File: config.mk
export PLATFORM = sky130hd
export DESIGN_NAME = rr_arbiter4
export DESIGN_NICKNAME = d
export VERILOG_FILES = /design/src/rtl/rr_arbiter4.sv
export SDC_FILE = /design/constraint.sdc
export NUM_CORES = 1
export LEC_CHECK = 0
export BUFFER_PORTS_ARGS = -buffer_cell sky130_fd_sc_hd__buf_2
export CELL_PAD_IN_SITES_DETAIL_PLACEMENT = 0
export CELL_PAD_IN_SITES_GLOBAL_PLACEMENT = 1
export CORE_MARGIN = 3
export CORE_UTILIZATION = 41
export CTS_CLUSTER_DIAMETER = 40
export DETAILED_ROUTE_END_ITERATION = 10
export GPL_TIMING_DRIVEN = 0
export PLACE_DENSITY_LB_ADDON = 0.1
export SYNTH_ARGS = -nofsm -noshare
export SYNTH_HDL_FRONTEND = slang
export SYNTH_SLANG_ARGS = --single-unit
File: constraint.sdc
create_clock -name clk -period 2.1 [get_ports clk]
set_input_delay 0.42 -clock clk [delete_from_list [all_inputs] [get_ports clk]]
set_output_delay 0.42 -clock clk [all_outputs]
set_load 0.02 [all_outputs]
File: src/rtl/rr_arbiter4.sv
// Four-requester round-robin arbiter driving a shared decoder2to4 (sel/en),
// with a registered one-hot grant copy, hold-limit timeout and a break-before-make gap.
module rr_arbiter4 #(
    parameter int HOLD_MAX = 15,
    parameter int CNT_W    = 4
) (
    input  logic       clk,
    input  logic       rst,
    input  logic [3:0] req,
    output logic [1:0] sel,
    output logic       en,
    output logic [3:0] gnt,
    output logic       busy,
    output logic       timeout
);

    typedef enum logic [1:0] {
        IDLE,
        GRANT,
        GAP
    } state_t;

    localparam logic [CNT_W-1:0] CNT_LAST = CNT_W'(HOLD_MAX - 1);

    state_t           state, state_d;
    logic [1:0]       ptr, ptr_d;
    logic [1:0]       sel_d;
    logic [1:0]       winner;
    logic             found;
    logic [CNT_W-1:0] cnt, cnt_d;
    logic             en_d;
    logic             timeout_d;

    // Scan ptr, ptr+1, ptr+2, ptr+3; the 2-bit add wraps mod 4.
    always_comb begin
        winner = ptr;
        found  = 1'b0;
        for (int i = 0; i < 4; i++) begin
            if (!found && req[ptr + 2'(i)]) begin
                winner = ptr + 2'(i);
                found  = 1'b1;
            end
        end
    end

    // NOTE: every signal gets a default before the case so no path leaves it unassigned (no latches).
    always_comb begin
        state_d   = state;
        ptr_d     = ptr;
        cnt_d     = cnt;
        sel_d     = sel;
        en_d      = 1'b0;
        timeout_d = 1'b0;
        case (state)
            IDLE: begin
                if (found) begin
                    state_d = GRANT;
                    sel_d   = winner;
                    en_d    = 1'b1;
                    cnt_d   = '0;
                end
            end
            GRANT: begin
                if (!req[sel]) begin
                    state_d = GAP;
                    ptr_d   = sel + 2'd1;
                end else if (cnt == CNT_LAST) begin
                    state_d   = GAP;
                    timeout_d = 1'b1;
                    ptr_d     = sel + 2'd1;
                end else begin
                    en_d  = 1'b1;
                    cnt_d = cnt + 1'b1;
                end
            end
            GAP:     state_d = IDLE;
            default: state_d = IDLE;
        endcase
    end

    // NOTE: state and outputs use non-blocking assignments so every flop samples pre-edge values.
    always_ff @(posedge clk or posedge rst) begin
        if (rst) begin
            state   <= IDLE;
            ptr     <= 2'd0;
            cnt     <= '0;
            sel     <= 2'd0;
            en      <= 1'b0;
            gnt     <= 4'b0000;
            busy    <= 1'b0;
            timeout <= 1'b0;
        end else begin
            state   <= state_d;
            ptr     <= ptr_d;
            cnt     <= cnt_d;
            sel     <= sel_d;
            en      <= en_d;
            // Built from the same next values as en/sel so gnt never shows a stale index.
            gnt     <= en_d ? (4'b0001 << sel_d) : 4'b0000;
            busy    <= (state_d != IDLE);
            timeout <= timeout_d;
        end
    end

endmodule

* Word level (Yosys, flattened, before mapping)
Cells that the tools add are included.
Cells by class: $add $sub $neg 5, $lt $le $gt $ge 5, eq/ne operators 6, shift operators 1, mux-type cells 37, reduce and logical (&&, ||, !) cells 11
Operators by type and width (count):
- $mux 2 | 10
- $mux 4 | 4
- $lt 2x3->1 const B | 5
- $mux 1 | 15
- $bmux 1 s2 | 5
- $pmux 4 s2 | 1
- $ne 2x2->1 const B | 3
- $add 2x1->2 const B | 2
- $add 2x2->2 const B | 2
- $add 4x1->4 const B | 1
- $eq 4x4->1 const B | 1
- $pmux 2 s2 | 1
- $reduce_and 4->1 | 1
- $reduce_bool 2->1 | 2
- $shl 1x2->4 const A | 1
- $logic_and 1x1->1 | 3
- $logic_not 1->1 | 3
- $eq 2x1->1 const B | 1
- $logic_not 2->1 | 1
- $ne 2x1->1 const B | 1
- $pmux 1 s2 | 1
- $reduce_and 2->1 | 1
Storage, ports and cells: bits in registers 17, bits of input ports 6, word-level logic and storage cells 73

* Logic depth before layout (Yosys ltp)
depth in word-level cells 16, gate-level depth with buffers 7

* Worst setup path before layout
OpenSTA, ideal clock, no wires.
path type reg-to-reg, start point reg sel[0], end point reg gnt[2], setup time 120 ps, data arrival time 1591 ps, path slack 389 ps, stages on the path, launching flop included 6, path buffers 0, period minus slack after synthesis 1711 ps, path through dfrtp_1 -> mux4_2 -> nand3b_4 -> and2_2 -> inv_2 -> and3_1
Between the ends: cells in the longest elaborated chain, start to end 5
Ends and longest elaborated chain:
- start: declaration | RTL line 10 | output logic [1:0] sel,
- start signal: assignment | RTL line 96 | sel <= sel_d;
- $bmux 1 s2 | RTL line 64 | if (!req[sel]) begin
- $mux 1 (implied by the code) | RTL line 64
- $mux 1 | RTL line 64
- $pmux 1 s2 | RTL line 54 | case (state)
- via en_d | RTL line 31 | logic en_d;
- $mux 4 | RTL line 99 | gnt <= en_d ? (4'b0001 << sel_d) : 4'b0000;
- end signal: assignment | RTL line 99
- end: declaration | RTL line 12 | output logic [3:0] gnt,
The timed path passes the listed nets, and every way through them passes these cells. The select of a mux whose other input is x is not followed. A chain may end at the register's enable or synchronous reset.

* Final worst setup path
Same ends and word-level chain as after synthesis.

==> out/metrics.cfg <==
[run_status]
status=finished clean

[sta]
whs_ns=0.204
slew_headroom_pct=57.1
maxSlewViolCount=0
fin_crit_ns=1.73
finClkSkew_ns=0.00609
worst_pin_slew_ns=0.643
timing.setup.tns_ns=0
hold_viol_final=0
finalSetupViolCount=0
rsz0062_at_grt=false
fin_crit_sh_pct=82.5
fmax_mhz=577

[clocking]
cts_tree=done
ctsHoldBuffers=0
cts.htree.levels=1
numCtsBuffers=3
insertion_delay_ns=0.28
path_clk_slew_ns=0.10
post-cts-setup-buffer-count=0
ctsLongestPathBuffers=2
clock-root-buffer=clkbuf_4
post_cts_resize_count=0
cts_sinks=17

[yosys]
avgSynthCellArea_sq_um=11.4
ys_warn_count=0
synth.area.mux_share_pct=4.03
synthAdderAreaFrac_pct=3.10
syn-num-nets=79
synth_cells=71
synthDistinctLibCells=28
syn_area_sq_um=807
ys_seq_area_share_pct=52.7
synth-compound-area-share_pct=15.8
yosys.area_share.xor_xnor_pct=1.09
synth_seq_cells=17
synth_simple_gate_area_share_pct=17.7
synth_top_family_by_area=simple AND/OR/NAND/NOR gates

[detailed_routing]
routed_wl_microns=1510
ant_nets=0
drt_iter0_drc=11
wl_per_cell_microns=13.2
dr.pass1.iters=4
drc=0
vias=573
via_per_inst=5.03

[setup_path]
cp_top_family=multiplexers
worst-setup-path-type=reg2reg
critPathBufInv=1
rr_endpoint=gnt[2]
required_ns=2.27
worstRegToRegCells=5
cp.arrival_ns=1.91
reg2reg_from=sel[0]
crit_chain=mux4_2, nand3b_4, and2_2, inv_2, and3_1
regToRegSetupSlack_ns=0.37
crit_fanout=9
cp_slowest_cell=mux4_2
worstSetupStartpointType=flop
cpPeakStageDelay_ns=0.59
end_kind=flop

[final_layout]
final_common_cell=dfrtp_1
post-route-util_pct=52.4
area_growth_pct=15.8
nets=98
instances_no_fill=114
drive_above_1_share_pct=27.0
diodes=0
final_cell_mix=dfrtp_1, buf_2, inv_1

[pwr]
power_density_nw_per_um2=1430
pwr-share-clk_pct=12.9
comb_power_share_pct=46.6
ir_worst_vdd_mv=0.823
internal_power_mw=0.776
p_sw_mw=0.562
p_total_mw=1.34
total_leakage_power_nw=0.453
swShare_pct=42.0
power_frac_seq_pct=40.5

[run]
max_cap_viol_count=0

[die]
fp.dieW_microns=50.4
rows=15
core_sq_um=1780
die_y_microns=50.4
start_util_pct=45.3
ioPinCount=15
die_area_sq_um=2540

[global_route]
grt_pass1_vias=587
grt_pass1_wl_microns=2640
grt_max_degree=18
grt_antenna_before_repair=0
grt.overflow.total=0
grt_usage_pct=14.3

[place]
dpl.hpwl_microns=1110
dp_cells=110
place.gp.congestion=0.738
portBuffers=14

[hold_path]
hp-class=in2async

-- logic make-up after synthesis --
family / count (synthesis)
mux: 2
simple gates: 23
flops: 17
fa+ha+maj: 2
xor+xnor: 1
buf+inv: 10
compound gates: 16
-- layout make-up --
type                    instances  area [sq um]
inverters                       9          33.8
repair buffers                 14          70.1
plain buffers                   1          11.3
clock buffers                   4          26.3
well taps                      25          31.3
flip-flops and latches         17           425
multi-input cells              44           337
fillers                       175           848
-- power groups by stage --
stage	sequential [mW]	clock (mW)	combinational [mW]
floorplan	0.609	0	0.401
global placement	0.546	0	0.620
finish	0.541	0.173	0.624
global route	0.566	0.200	0.696
detailed placement	0.549	0	0.629
CTS	0.542	0.183	0.631
-- metrics by stage --
step / instance area [sq um] / setup WS, ns
after detailed placement: 908 / 0.338
after global placement: 908 / 0.359
after CTS: 935 / 0.359
after global routing: 935 / 0.259
final: 935 / 0.368
after floorplan: 807 / 0.389
-- synthesized netlist by cell type, drive strengths merged --
cell / n / area (sq um)
or3: 1 / 6.26
nor3: 4 / 20.0
mux2i: 1 / 10.0
inv: 9 / 33.8
mux4: 1 / 22.5
buf: 1 / 11.3
xnor2: 1 / 8.76
a21oi: 3 / 15.0
nand2b: 3 / 18.8
nand3: 4 / 20.0
a21o: 1 / 7.51
a32oi: 1 / 16.3
nor3b: 1 / 7.51
o31ai: 5 / 51.3
and3: 2 / 12.5
o211ai: 2 / 15.0
o21ai: 3 / 15.0
and2: 1 / 7.51
nand3b: 1 / 20.0
a211oi: 1 / 7.51
nand2: 1 / 3.75
nor2b: 2 / 12.5
ha: 2 / 25.0
nor2: 2 / 7.51
nor4: 1 / 6.26
dfrtp: 17 / 425
-- how the worst max path moves through the flow --
| stage | depth (start not counted) | startpoint | endpoint |
|---|---|---|---|
| 2_1_floorplan | 5 | sel[0] | gnt[2] |
| 3_3_place_gp | 4 | req[3] | ptr[0] |
| 3_5_place_dp | 4 | req[3] | ptr[0] |
| 4_1_cts | 3 | sel[0] | ptr[0] |
| 5_1_grt | 3 | sel[0] | ptr[0] |
| 6_report | 5 | sel[0] | gnt[2] |
-- sequential cells by signal (all words and copies together), names as in the netlist --
| signal | cells |
|---|---|
| cnt | 4 |
| gnt | 4 |
| ptr | 2 |
| sel | 2 |
| state | 2 |
| busy | 1 |
| en | 1 |
| timeout | 1 |
-- metal layers --
| layer | wire length, microns | vias to the layer above | global-route usage [%] |
|---|---|---|---|
| met3 | 32 | 2 | 3.56 |
| met5 | 0 | - | 0 |
| met4 | 14 | 0 | 6.73 |
| met2 | 774 | 6 | 23.0 |
| met1 | 686 | 276 | 17.8 |
| li1 | - | 289 | - |
(Power assumes the default switching activity.)
